$ cat config.mk
export PLATFORM = sky130hd
export DESIGN_NAME = e6_timer_core
export DESIGN_NICKNAME = d
export VERILOG_FILES = /design/src/rtl/e6_timer_core.sv
export SDC_FILE = /design/constraint.sdc
export NUM_CORES = 1
export LEC_CHECK = 0
export BUFFER_PORTS_ARGS = -buffer_cell sky130_fd_sc_hd__buf_2
export CORE_ASPECT_RATIO = 1.5
export CORE_UTILIZATION = 35
export CTS_CLUSTER_DIAMETER = 200
export DETAILED_ROUTE_END_ITERATION = 10
export PLACE_DENSITY = 0.54
export SLEW_MARGIN = 20
export SYNTH_ARGS = -nofsm -noshare
export SYNTH_HDL_FRONTEND = slang
export SYNTH_SLANG_ARGS = --single-unit
$ cat constraint.sdc
create_clock -name ACLK -period 4.9 [get_ports ACLK]
set_clock_uncertainty 0.15 [all_clocks]
set_input_delay 0.735 -clock ACLK [delete_from_list [all_inputs] [get_ports ACLK]]
set_output_delay 0.735 -clock ACLK [all_outputs]
set_load 0.02 [all_outputs]
$ cat src/rtl/e6_timer_core.sv
// e6_timer_core: counting engine of the E6 timer peripheral.
// A prescaled up/down counter with one-shot or periodic reload. It emits
// single-cycle terminal-count and compare-match pulses for the interrupt block.
// Optional input-capture channel: define E6_TIMER_CAPTURE_EN to build it.
module e6_timer_core #(
  parameter int CNT_WIDTH   = 32,
  parameter int PRESC_WIDTH = 16
) (
  input  logic                   ACLK,
  input  logic                   ARESET,
  input  logic                   ctrl_en,
  input  logic                   ctrl_autoreload,
  input  logic                   ctrl_up,
  input  logic [CNT_WIDTH-1:0]   load_value,
  input  logic                   load_strobe,
  input  logic [PRESC_WIDTH-1:0] prescale,
  input  logic [CNT_WIDTH-1:0]   compare_value,
  output logic [CNT_WIDTH-1:0]   count_out,
  output logic                   running,
  output logic                   tick_out,
  output logic                   cmp_match_out
`ifdef E6_TIMER_CAPTURE_EN
  ,
  input  logic                   capture_in,
  output logic [CNT_WIDTH-1:0]   capture_value,
  output logic                   capture_out
`endif
);

  typedef enum logic [1:0] {
    ST_IDLE = 2'd0,
    ST_RUN  = 2'd1,
    ST_DONE = 2'd2
  } state_t;

  localparam logic [CNT_WIDTH-1:0]   CNT_ONE = CNT_WIDTH'(1);
  localparam logic [PRESC_WIDTH-1:0] PSC_ONE = PRESC_WIDTH'(1);

  state_t                 state_reg, state_next;
  logic [CNT_WIDTH-1:0]   count_reg, count_next;
  logic [PRESC_WIDTH-1:0] psc_reg, psc_next;
  logic                   dir_up_reg, dir_up_next;
  logic                   tick_reg, tick_next;
  logic                   cmp_reg, cmp_next;
  logic                   tick_en;
  logic                   terminal;
  logic [CNT_WIDTH-1:0]   reload_val;

  // State, counter, prescaler and pulse registers
  always_ff @(posedge ACLK) begin
    if (ARESET) begin
      state_reg  <= ST_IDLE;
      count_reg  <= '0;
      psc_reg    <= '0;
      dir_up_reg <= 1'b0;
      tick_reg   <= 1'b0;
      cmp_reg    <= 1'b0;
    end else begin
      state_reg  <= state_next;
      count_reg  <= count_next;
      psc_reg    <= psc_next;
      dir_up_reg <= dir_up_next;
      tick_reg   <= tick_next;
      cmp_reg    <= cmp_next;
    end
  end

  // Next-state logic: load_strobe wins over any tick in the same cycle
  always_comb begin
    state_next  = state_reg;
    count_next  = count_reg;
    psc_next    = psc_reg;
    dir_up_next = dir_up_reg;
    tick_next   = 1'b0;
    cmp_next    = 1'b0;
    tick_en     = 1'b0;
    terminal    = 1'b0;
    reload_val  = dir_up_reg ? '0 : load_value;

    if (load_strobe) begin
      count_next  = ctrl_up ? '0 : load_value;
      psc_next    = '0;
      dir_up_next = ctrl_up;
      state_next  = ctrl_en ? ST_RUN : ST_IDLE;
    end else begin
      case (state_reg)
        ST_IDLE: begin
          if (ctrl_en) state_next = ST_RUN;
        end
        ST_RUN: begin
          if (!ctrl_en) begin
            // Pause: count and prescaler hold for a later resume
            state_next = ST_IDLE;
          end else begin
            if (psc_reg == prescale) begin
              tick_en  = 1'b1;
              psc_next = '0;
            end else if (psc_reg > prescale) begin
              // Divisor shrank below the running phase: restart silently
              psc_next = '0;
            end else begin
              psc_next = psc_reg + PSC_ONE;
            end

            if (tick_en) begin
              terminal = dir_up_reg ? (count_reg == load_value) : (count_reg == '0);
              if (terminal) begin
                tick_next = 1'b1;
                if (ctrl_autoreload) begin
                  count_next = reload_val;
                  cmp_next   = (reload_val == compare_value);
                end else begin
                  // One-shot: count holds, so no compare update happens
                  state_next = ST_DONE;
                end
              end else begin
                count_next = dir_up_reg ? (count_reg + CNT_ONE) : (count_reg - CNT_ONE);
                cmp_next   = (count_next == compare_value);
              end
            end
          end
        end
        ST_DONE: begin
          if (!ctrl_en) state_next = ST_IDLE;
        end
        default: begin
          state_next = ST_IDLE;
        end
      endcase
    end
  end

  assign count_out     = count_reg;
  assign running       = (state_reg == ST_RUN);
  assign tick_out      = tick_reg;
  assign cmp_match_out = cmp_reg;

`ifdef E6_TIMER_CAPTURE_EN
  logic                 sync1_reg, sync2_reg, sync3_reg;
  logic [CNT_WIDTH-1:0] capture_value_reg;
  logic                 capture_pulse_reg;

  // Two-flop synchroniser, edge detector and capture register
  always_ff @(posedge ACLK) begin
    if (ARESET) begin
      sync1_reg         <= 1'b0;
      sync2_reg         <= 1'b0;
      sync3_reg         <= 1'b0;
      capture_value_reg <= '0;
      capture_pulse_reg <= 1'b0;
    end else begin
      sync1_reg         <= capture_in;
      sync2_reg         <= sync1_reg;
      sync3_reg         <= sync2_reg;
      capture_pulse_reg <= sync2_reg & ~sync3_reg;
      if (sync2_reg & ~sync3_reg) capture_value_reg <= count_reg;
    end
  end

  assign capture_value = capture_value_reg;
  assign capture_out   = capture_pulse_reg;
`endif

endmodule

== Word level (Yosys, flattened, before mapping) ==
Index checks and enable logic that the tools add are counted.

* Register bits: 53
* Logic and storage cells: 63

* $add $sub $neg: 3
* Order comparisons: 1
* Eq/ne operators: 12
* Mux-type cells: 28
* Bitwise gates (word level): 3
* Reduce and logical (&&, ||, !) cells: 10

{| class="wikitable"
|+ Operators by type and width
! cell !! count
|-
| two-way mux 32 bit || 9
|-
| == test 32 bit || 3
|-
| adder 32 x 1 -> 32 bit (second input constant) || 1
|-
| logical NOT 32 bit || 1
|-
| two-way mux 16 bit || 2
|-
| subtractor 32 x 1 -> 32 bit (second input constant) || 1
|-
| adder 16 x 1 -> 16 bit (second input constant) || 1
|-
| == test 16 bit || 1
|-
| > comparator 16 bit || 1
|-
| two-way mux 2 bit || 7
|-
| two-way mux 1 bit || 9
|-
| inequality test 3 bit (second input constant) || 3
|-
| inequality test 4 x 3 -> 1 bit (second input constant) || 2
|-
| one-hot mux 2 bit (3 select lines) || 1
|-
| nonzero test 2 bit || 3
|-
| AND reduction 5 bit || 1
|-
| OR reduction 5 bit || 1
|-
| inequality test 4 bit (second input constant) || 1
|-
| AND reduction 4 bit || 1
|-
| inverter 1 bit || 3
|-
| == test 2 x 1 -> 1 bit (second input constant) || 1
|-
| == test 2 bit (second input constant) || 1
|-
| logical NOT 2 bit || 1
|-
| AND reduction 2 bit || 1
|-
| OR reduction 2 bit || 1
|}

== Longest topological paths before layout ==
Gate-level depths: netlist of run 1.

* Word-level depth: 9
* Mapped depth: 16
* Mapped depth without buffers: 13

== Least setup slack after synthesis of run 1 ==
OpenSTA, ideal clock, no wires.

* Kind: register -> register
* Start point: register dir_up_reg
* End point: register cmp_reg, in the netlist cmp_match_out
* Arrival time: 4.035 ns
* Setup slack: 0.620 ns
* Stages on the path, launching flop included: 16
* Path buffers: 2
* Period minus slack after synthesis: 4.280 ns
* Cells stage by stage: dfxtp_1 clkbuf_1 inv_1 ha_1 buf_4 nor2_2 a211o_1 nor4_2 o211ai_1 or4b_1 a2111o_1 a2111oi_2 nand4_1 nor3_1 o2111ai_1 o41ai_2

* Word-level cells in the longest chain between the ends: 4

{| class="wikitable"
|+ Ends and longest elaborated chain
! element !! RTL line !! RTL
|-
| start, declared || 42 || <nowiki>logic dir_up_reg, dir_up_next;</nowiki>
|-
| start signal, assigned || 62 || <nowiki>dir_up_reg <= dir_up_next;</nowiki>
|-
| two-way mux 32 bit || 78 || <nowiki>reload_val = dir_up_reg ? '0 : load_value;</nowiki>
|-
| == test 32 bit || 111 || <nowiki>cmp_next = (reload_val == compare_value);</nowiki>
|-
| two-way mux 1 bit || 109 || <nowiki>if (ctrl_autoreload) begin</nowiki>
|-
| two-way mux 1 bit (*) || 107 || <nowiki>if (terminal) begin</nowiki>
|-
| end signal, assigned || 64 || <nowiki>cmp_reg <= cmp_next;</nowiki>
|-
| end, declared || 44 || <nowiki>logic cmp_reg, cmp_next;</nowiki>
|}

Mark *: on every way between the ends. The rest lies on a longest branch, timed or not.
A chain may end at the register's enable or synchronous reset.

== Worst setup path after layout of run 1 ==
* Start point: register count_reg[0], in the netlist count_out[0]
* End point: register cmp_reg, in the netlist cmp_match_out

* Word-level cells in the longest chain between the ends: 4

{| class="wikitable"
|+ Ends and longest elaborated chain
! element !! RTL line !! RTL
|-
| start, declared || 40 || <nowiki>logic [CNT_WIDTH-1:0] count_reg, count_next;</nowiki>
|-
| start signal, assigned || 60 || <nowiki>count_reg <= count_next;</nowiki>
|-
| subtractor 32 x 1 -> 32 bit or adder 32 x 1 -> 32 bit (tied branches) || 117 || <nowiki>count_next = dir_up_reg ? (count_reg + CNT_ONE) : (count_reg - CNT_ONE);</nowiki>
|-
| two-way mux 32 bit || 117 ||
|-
| == test 32 bit || 118 || <nowiki>cmp_next = (count_next == compare_value);</nowiki>
|-
| two-way mux 1 bit (*) || 107 ||
|}

Marks and branches as above.

==> impl_metrics.toml, run 1 <==
[run_status]
outcome = "finished clean"

[clock_network]
path_clk_slew_ps = 90
cts_setup_buffers = 0
worstSkewPairLatency_ps = 320
cts_root_buf = "clkbuf_16"
max-clock-path-buffers = 2
tritoncts = "built"
cts-resized-gates = 0
htreeDepth = 2
cts_hold_buf = 0
cts_sinks = 53
cts_made_buffers = 5

[critical_path]
crit_path_max_fanout = 8
crit_slowest_cell = "dfxtp_1"
regToRegEndpoint = "cmp_match_out"
critPathCaptureType = "flop"
r2r_slack_ps = 440
arrival_ps = 4540
cpPeakStageDelay_ps = 570
crit_family = "compound AO/OA/AOI/OAI gates"
reg2reg_depth = 13
worstReg2RegStart = "count_out[0]"
path_cells = "inv_1 > fa_1 > nand2b_1 > a21oi_1 > o21ai_0 > nand4b_1 > or4b_1 > a2111o_1 > a2111oi_2 > nand4_1 > nor3_1 > o2111ai_1 > o41ai_2"
crit_type = "flop to flop"
worstSetupStartpointType = "flop"
crit_required_ps = 4980
crit_buf_inv = 1

[detailed_routing]
route.vias.total = 7295
ant_nets = 0
routed_wl_um = 27700
post_drt_wl_per_cell_um = 23.1
dr.first_iter.drc_count = 437
dr.pass1.iters = 5
drc = 0
vias_per_cell = 6.08

[floorplanning]
ios = 121
die_w_um = 113
start_util_pct = 36.0
rows = 60
core-area_um2 = 18000
chipHeight_um = 169
dieArea_um2 = 19100

[global_route]
grt_max_degree = 37
grt_pass1_vias = 7230
antenna_found_initial = 1
grt_usage_pct = 29.0
overflow = 0
grt_pass1_wl_um = 41800

[synthesis]
yosysWarnings = 0
yosys_register_bits = 53
synth_nets = 1017
ys_seq_area_share_pct = 16.4
ys_types = 84
netlist_area_um2 = 6480
synth_edf_count = 0
synth_cells = 883
yosys_most_used_dff = "dfxtp_1"
avgSynthCellArea_um2 = 7.34
synthArstFlopShare_pct = 0

[min_path]
hold_end = "psc_reg[4]"
hold_depth = 1
min_from = "psc_reg[4]"
hold_path_class = "flop to flop"

[cells_and_area]
drive_above_1_share_pct = 17.3
fill_cells = 1984
fin_cells = 1199
postLayoutCoreUtil_pct = 41.0
final_cell_mix = "120 x buf_2, 92 x nor2_1, 64 x nand2_1, 64 x a21oi_1, 55 x xor2_1"
fin_area_um2 = 7390
layout_commonest_cell = "buf_2"
area_growth_syn_to_layout_pct = 14.0
fin_nets = 1115
largest_reg_flops = 32
num_antenna_cells = 0

[pwr]
ir_worst_vdd_v = 0.000152
seq_power_share_pct = 23.7
switching_share_pct = 47.4
combPwrFrac_pct = 57.7
clock_power_share_pct = 18.6
p_int_mw = 1.14
leakage_nw = 3.37
power.switching_mw = 1.03
p_per_area_nw_per_um2 = 294
finalPower_mw = 2.18

[timing]
rsz0062_at_grt = "false"
setup_ws_ps = 436
hold_viol_final = 0
hold_ws_ps = 373
fin_crit_ps = 4460
tns_ps = 0
slew_violations = 0
max-slew-margin-rel_pct = 51.0
fmax_mhz = 224
fin_crit_sh_pct = 91.1
tightest_slew_ps = 716
setup_viol = 0

[place]
postPlaceCellArea_um2 = 7240
hpwl_um = 22200
pre_cts_slack_ps = 514
gp_congestion = 1.05
placed_cells = 1191
portBuffers = 120

[job]
maxCapViolCount = 0
[worst max path at each step]
stage	startpoint	to	slack, ps	depth (start not counted)
2_1_floorplan	dir_up_reg	cmp_match_out	620	15
3_3_place_gp	count_out[0]	cmp_match_out	580	13
3_5_place_dp	count_out[0]	cmp_match_out	510	13
4_1_cts	count_out[0]	cmp_match_out	480	13
5_1_grt	count_out[0]	cmp_match_out	220	13
6_report	count_out[0]	cmp_match_out	440	13
[kinds of logic (layout without fill, tap and decap cells)]
kind of cell / count (synthesis) / count (layout) / share of synthesized area [%]
AOI/OAI and AO/OA: 281 / 281 / 29.4
and+or+nand+nor: 304 / 304 / 23.6
DFF: 53 / 53 / 16.4
adders and majority gates: 48 / 48 / 9.38
buffers and inverters: 91 / 190 / 6.60
xor gates and xnor gates: 100 / 100 / 13.7
muxes: 6 / 6 / 0.946
[synthesized netlist by cell type, drive strengths merged, types with 4 or more instances]
cell type  number  share of area [%]
nand2          64                3.7
o32ai           5               0.68
and2            5               0.48
nor3b          12                1.4
a21oi          65                5.2
o21a            6               0.69
a31oi          12                1.2
a22oi          17                2.0
o2111ai         4               0.54
ha             47                9.1
mux2i           5               0.77
clkbuf         33                2.4
nor4           22                2.3
nand3          23                1.8
o22ai           8               0.77
o211ai         16                1.9
buf            12                1.6
nor2b           6               0.58
nand4          15                1.4
a211oi         17                2.0
xor2           55                7.4
inv            45                2.6
xnor2          44                5.9
o2bb2ai         6               0.81
dfxtp          53                 16
nor4bb          5               0.87
a211o           5               0.69
nor3           21                1.6
or2             5               0.48
a21o           25                2.9
nor2           94                5.5
and3           15                1.4
nand2b          6               0.58
o21ai          55                4.4
[cell type report]
| class | instances | area, um2 | area share (%) |
|---|---|---|---|
| clock buffers | 5 | 125 | 1.69 |
| well taps | 217 | 272 | 3.67 |
| flip-flops and latches | 53 | 1060 | 14.4 |
| repair buffers | 136 | 721 | 9.75 |
| inverters | 46 | 173 | 2.34 |
| clock inverters | 3 | 28.8 | 0.389 |
| multi-input cells | 739 | 5010 | 67.8 |
[worst register-to-register path, cell delays in order, from the launching register on]
cell and delay [ps]:
dfxtp_1 570, inv_1 120, fa_1 480, nand2b_1 200, a21oi_1 350, o21ai_0 180
nand4b_1 230, or4b_1 530, a2111o_1 380, a2111oi_2 230, nand4_1 190, nor3_1 260
o2111ai_1 180, o41ai_2 340
[metal layers]
layer  track usage [%]  part of all wire [%]  wire length [um]
met5                 0                     0                 0
met4              19.5                   7.1              1960
met3              4.37                   5.3              1470
met2              52.8                    50             14000
met1              30.6                    37             10400
[power groups by stage]
stage | combinational (mW) | clock, mW | sequential [mW]
5_1_grt | 1.36 | 0.436 | 0.519
2_1_floorplan | 0.848 | 0 | 0.535
6_report | 1.26 | 0.404 | 0.515
4_1_cts | 1.24 | 0.416 | 0.515
3_5_place_dp | 1.23 | 0 | 0.525
3_3_place_gp | 1.24 | 0 | 0.525
Power figures use the tool's default switching activity.
==> run 2, diff against run 1 <==
Settings changed: ABC_AREA from default to 1, CAP_MARGIN from default to 20, PLACE_DENSITY 0.54 to 0.53.
==> run 2 against run 1 <==
  * Routed wire length rose by 9.8%
  * Hold slack got worse by 32 ps
  * Die area increased by 12%
  * Critical endpoint unchanged
  * First-iteration DRC count increased by 51%
  * Sequential power shrank 2%
  * Synthesized cell count is 50% higher
  * Total power fell by 4.3%
  * Critical path type unchanged
==> impl_metrics.toml, run 2 <==
[critical_path]
crit_required_ps = 4990
arrival_ps = 3450
worstSetupStartpointType = "flop"
crit_type = "flop to flop"
worstReg2RegStart = "count_out[0]"
r2r_slack_ps = 1540
regToRegEndpoint = "cmp_match_out"
critPathCaptureType = "flop"
reg2reg_depth = 19
crit_path_max_fanout = 8

[synthesis]
synth-compound-area-share_pct = 19.0
yosys.area_share.simple_pct = 40.3
ys_types = 49
netlist_area_um2 = 7250
synth-xor-area-share_pct = 3.64
synth_edf_count = 0
synth.most_common_cell = "nand2_1"
yosysTopAreaCell = "nand2_1"
synth_cells = 1326
synth_common_cells = "390 x nand2_1, 234 x inv_1, 126 x nor2_1"
synth_top_family_by_area = "simple AND/OR/NAND/NOR gates"
ys_seq_area_share_pct = 14.6
synthArstFlopShare_pct = 0
synthMuxAreaShare_pct = 0
synthAdderAreaFrac_pct = 8.38
avgSynthCellArea_um2 = 5.47
synth_nets = 1460
yosysWarnings = 0
synth_area_leaders = "nand2_1 20%, dfxtp_1 15%, inv_1 12%, ha_1 8.1%, nand3_1 7.7%"
yosysTopAreaCellShare_pct = 20.2
yosys_register_bits = 53
yosys_most_used_dff = "dfxtp_1"

[cells_and_area]
area_growth_syn_to_layout_pct = 13.7
num_antenna_cells = 0
final_cell_mix = "390 x nand2_1, 234 x inv_1, 125 x nor2_1, 120 x buf_2, 111 x nand3_1"
largest_reg_flops = 32
postLayoutCoreUtil_pct = 40.6
layout_commonest_cell = "nand2_1"
drive_above_1_share_pct = 11.4
fin_nets = 1566

[clock_network]
tritoncts = "built"
max-clock-path-buffers = 2
cts_sinks = 53
worstSkewPairLatency_ps = 320
cts_made_buffers = 5
htreeDepth = 2
cts_setup_buffers = 0
path_clk_slew_ps = 80
cts_root_buf = "clkbuf_16"
cts-resized-gates = 0
cts_hold_buf = 0

[timing]
tightest_slew_ps = 863
setup_viol = 0
hold_ws_ps = 341
fmax_mhz = 297
fin_crit_sh_pct = 68.7
slew_violations = 0
hold_viol_final = 0
rsz0062_at_grt = "false"
fin_crit_ps = 3360
tns_ps = 0
max-slew-margin-rel_pct = 42.4

[detailed_routing]
ant_nets = 0
drc = 0
dr.first_iter.drc_count = 660
vias_per_cell = 5.20
post_drt_wl_per_cell_um = 18.0
route.vias.total = 8831
routed_wl_um = 30500
dr.pass1.iters = 5

[place]
gp_congestion = 0.953
hpwl_um = 25400
portBuffers = 120

[floorplanning]
dieArea_um2 = 21300
chipHeight_um = 178
start_util_pct = 35.7
ios = 121
rows = 64
core-area_um2 = 20300
die_w_um = 120

[pwr]
leakage_nw = 4.54
p_per_area_nw_per_um2 = 252
ir_worst_vdd_v = 0.000136

[global_route]
grt_pass1_wl_um = 46200
grt_pass1_vias = 8473
grt_max_degree = 51
grt_usage_pct = 28.9
antenna_found_initial = 0
overflow = 0

[min_path]
hold_path_class = "flop to flop"
hold_end = "psc_reg[6]"
min_from = "psc_reg[6]"
hold_depth = 2

[run_status]
outcome = "finished clean"

[job]
maxCapViolCount = 0
## run 2: worst max path at each step
stage,startpoint,to
final,count_out[0],cmp_match_out
after global routing,dir_up_reg,cmp_match_out
after CTS,count_out[0],cmp_match_out
after detailed placement,prescale[15],count_out[23]
after global placement,prescale[15],count_out[17]
after floorplan,dir_up_reg,cmp_match_out
## run 2: routing by layer
metal	track usage [%]	up-vias	share of wire (%)	routed length [um]
met4	18.7	0	6.6	2000
met5	0	-	0	0
li1	-	4495	-	-
met1	31.8	3968	39	11900
met2	52.4	285	50	15200
met3	2.88	83	4.4	1360
## run 2: critical path: stages, from the launching register on
cell and delay, ps:
dfxtp_1 510, inv_2 110, fa_1 480, inv_1 160, nand3_1 130, nand2_2 160
nand2_1 90, nand2_1 100, nand2_1 80, nand2_1 160, nand2_1 70, nand2_1 150
nor2_1 60, nor2_1 90, nand2_1 60, nor2_1 150, nand3_1 90, nor2_1 110
nand3_1 130, a21oi_1 210
## run 2: cell families (layout without fill, tap and decap cells)
kind of cell | Yosys count | after routing
fa+ha+maj | 48 | 48
flops | 53 | 53
simple gates | 691 | 691
buf+inv | 266 | 373
compound gates | 241 | 241
xor+xnor | 27 | 27
## run 2: power breakdown
group	leakage, nW	switching (mW)	internal (mW)
sequential	0.435	0.0468	0.457
combinational	4.04	0.811	0.383
clock	0.0631	0.193	0.191
total	4.54	1.05	1.03
## run 2: layout make-up
class	count	area, um2
flip-flops and latches	53	1060
clock buffers	6	129
repair buffers	125	638
fillers	2400	12100
well taps	264	330
multi-input cells	1007	5170
inverters	240	903
clock inverters	2	15.0
## run 2: per-stage QoR
stage          instances  power (mW)  worst slack (ps)  cell area (um2)
6_report            1697        2.08              1540             8250
3_3_place_gp        1689        1.69              1520             8110
3_5_place_dp        1689        1.69              1470             8110
2_1_floorplan       1326        1.30              2060             7250
4_1_cts             1697        2.08              1500             8250
5_1_grt             1697        2.25              1310             8250
==> run 3, diff against run 2 <==
Clock period 4.9 ns to 3.4 ns, I/O delays scaled along.
==> run 3 against run 2 <==
  * Die area stayed put
  * Design area rose by 1.0%
  * Clock-buffer cell count unchanged
  * Global-route usage is 0.070 points higher
  * Critical path type unchanged
  * Largest cell class unchanged
==> impl_metrics.toml, run 3 (synthesized netlist as in run 2, its figures left out) <==
[cells_and_area]
largest_reg_flops = 32
postLayoutCoreUtil_pct = 41.0
final_cell_mix = "390 x nand2_1, 234 x inv_1, 125 x nor2_1, 120 x buf_2, 111 x nand3_1"
num_antenna_cells = 0
area_growth_syn_to_layout_pct = 14.9
fin_area_um2 = 8340
layout_commonest_cell = "nand2_1"
fin_nets = 1575
drive_above_1_share_pct = 12.1

[clock_network]
htreeDepth = 2
cts_root_buf = "clkbuf_16"
cts_sinks = 53
cts_hold_buf = 0
cts_setup_buffers = 0
path_clk_slew_ps = 80
cts_made_buffers = 5
worstSkewPairLatency_ps = 310
tritoncts = "built"
max-clock-path-buffers = 2

[critical_path]
worstReg2RegStart = "dir_up_reg"
r2r_slack_ps = 200
crit_required_ps = 3500
crit_family = "simple AND/OR/NAND/NOR gates"
crit_type = "flop to flop"
arrival_ps = 3300
cp_common_cell = "nand2_1"
regToRegEndpoint = "cmp_match_out"
crit_slowest_cell = "fa_1"
critPathCaptureType = "flop"
crit_buf_inv = 2
cpPeakStageDelay_ps = 450
reg2reg_depth = 19
worstSetupStartpointType = "flop"
crit_path_max_fanout = 23
path_cells = "buf_4 > fa_1 > inv_1 > nand3_1 > nand2_2 > nand2_1 > nand2_1 > nand2_1 > nand2_1 > nand2_1 > nand2_1 > nand2_1 > nand3_1 > nand2_1 > nor2_1 > nand3_1 > nor2_1 > nand3_1 > a21oi_1"

[place]
hpwl_um = 25600
gp_congestion = 0.967
postPlaceCellArea_um2 = 8190
pre_cts_slack_ps = 164
portBuffers = 120

[timing]
rsz0062_at_grt = "false"
tightest_slew_ps = 847
fin_crit_ps = 3200
hold_viol_final = 0
slew_violations = 0
setup_viol = 0
setup_ws_ps = 196
max-slew-margin-rel_pct = 43.4
fin_crit_sh_pct = 94.2
fmax_mhz = 312
tns_ps = 0

[pwr]
p_int_mw = 1.49
leakage_nw = 4.59
power.switching_mw = 1.51
combPwrFrac_pct = 57.9
seq_power_share_pct = 24.1
switching_share_pct = 50.3
clock_power_share_pct = 18.0
p_per_area_nw_per_um2 = 361
finalPower_mw = 3.01
ir_worst_vdd_v = 0.000276

[detailed_routing]
met3_length_um = 1320
ant_nets = 0
dr.pass1.iters = 7
dr_wl_met2_um = 15100
highest_layer = "met4"
drt-met1-wl_um = 12300
drc = 0
post_drt_wl_per_cell_um = 18.1
dr.first_iter.drc_count = 555
routed_wl_um = 30800
route.vias.total = 8829
vias_per_cell = 5.18

[run_status]
outcome = "finished clean"

[min_path]
hold_path_class = "input pin to flop"
min_from = "ctrl_en"
hold_end = "state_reg[0]"
hold_depth = 3

[global_route]
grt_usage_pct = 28.9
grt_pass1_wl_um = 46400
grt_max_degree = 51
grt_pass1_vias = 8418
overflow = 0
antenna_found_initial = 0

[floorplanning]
core-area_um2 = 20300
rows = 64
ios = 121
die_w_um = 120
dieArea_um2 = 21300
chipHeight_um = 178
start_util_pct = 35.7

[job]
maxCapViolCount = 0
## run 3: layout make-up
cell class / instances / area (um2)
Fill cell: 2338 / 12000
Multi-Input combinational cell: 1007 / 5180
Sequential cell: 53 / 1060
Clock inverter: 1 / 8.76
Timing Repair Buffer: 134 / 718
Tap cell: 264 / 330
Inverter: 240 / 903
Clock buffer: 6 / 129
## run 3: tightest hold or removal path, delay by kind of cell
family	cells	cell delay, ps
simple gates	1	60
compound gates	1	60
buf+inv	1	110
## run 3: worst max-delay path by stage
stage | cells after the start | from | slack, ps | end
global placement | 19 | count_out[0] | 190 | cmp_match_out
detailed placement | 19 | count_out[0] | 160 | cmp_match_out
CTS | 19 | count_out[0] | 160 | cmp_match_out
floorplan | 15 | dir_up_reg | 560 | cmp_match_out
finish | 19 | dir_up_reg | 200 | cmp_match_out
global route | 19 | count_out[1] | 10 | cmp_match_out
## run 3: routing by layer
metal  vias up  track usage (%)
met2       278             51.9
met4         0             18.7
met1      3958             32.4
li1       4509                -
met5         -                0
met3        84             3.01
## run 3: timing repair
action / 4_1_cts / 5_1_grt
hold endpoints to repair: 0 / 0
gates resized for setup: 0 / 3
endpoints found under the setup margin: 0 / 1
## run 3: power by group through the flow
stage	Sequential [mW]	Combinational [mW]	Clock, mW
after floorplan	0.754	1.12	0
after global placement	0.737	1.72	0
after detailed placement	0.738	1.71	0
after CTS	0.722	1.71	0.553
after global routing	0.728	1.94	0.570
final	0.725	1.74	0.543
## run 3: through the flow
step / hold WS (ps) / instances
6_report: 328 / 1705
5_1_grt: 336 / 1705
4_1_cts: 320 / 1705
3_5_place_dp: 333 / 1698
3_3_place_gp: 330 / 1698
2_1_floorplan: 307 / 1326
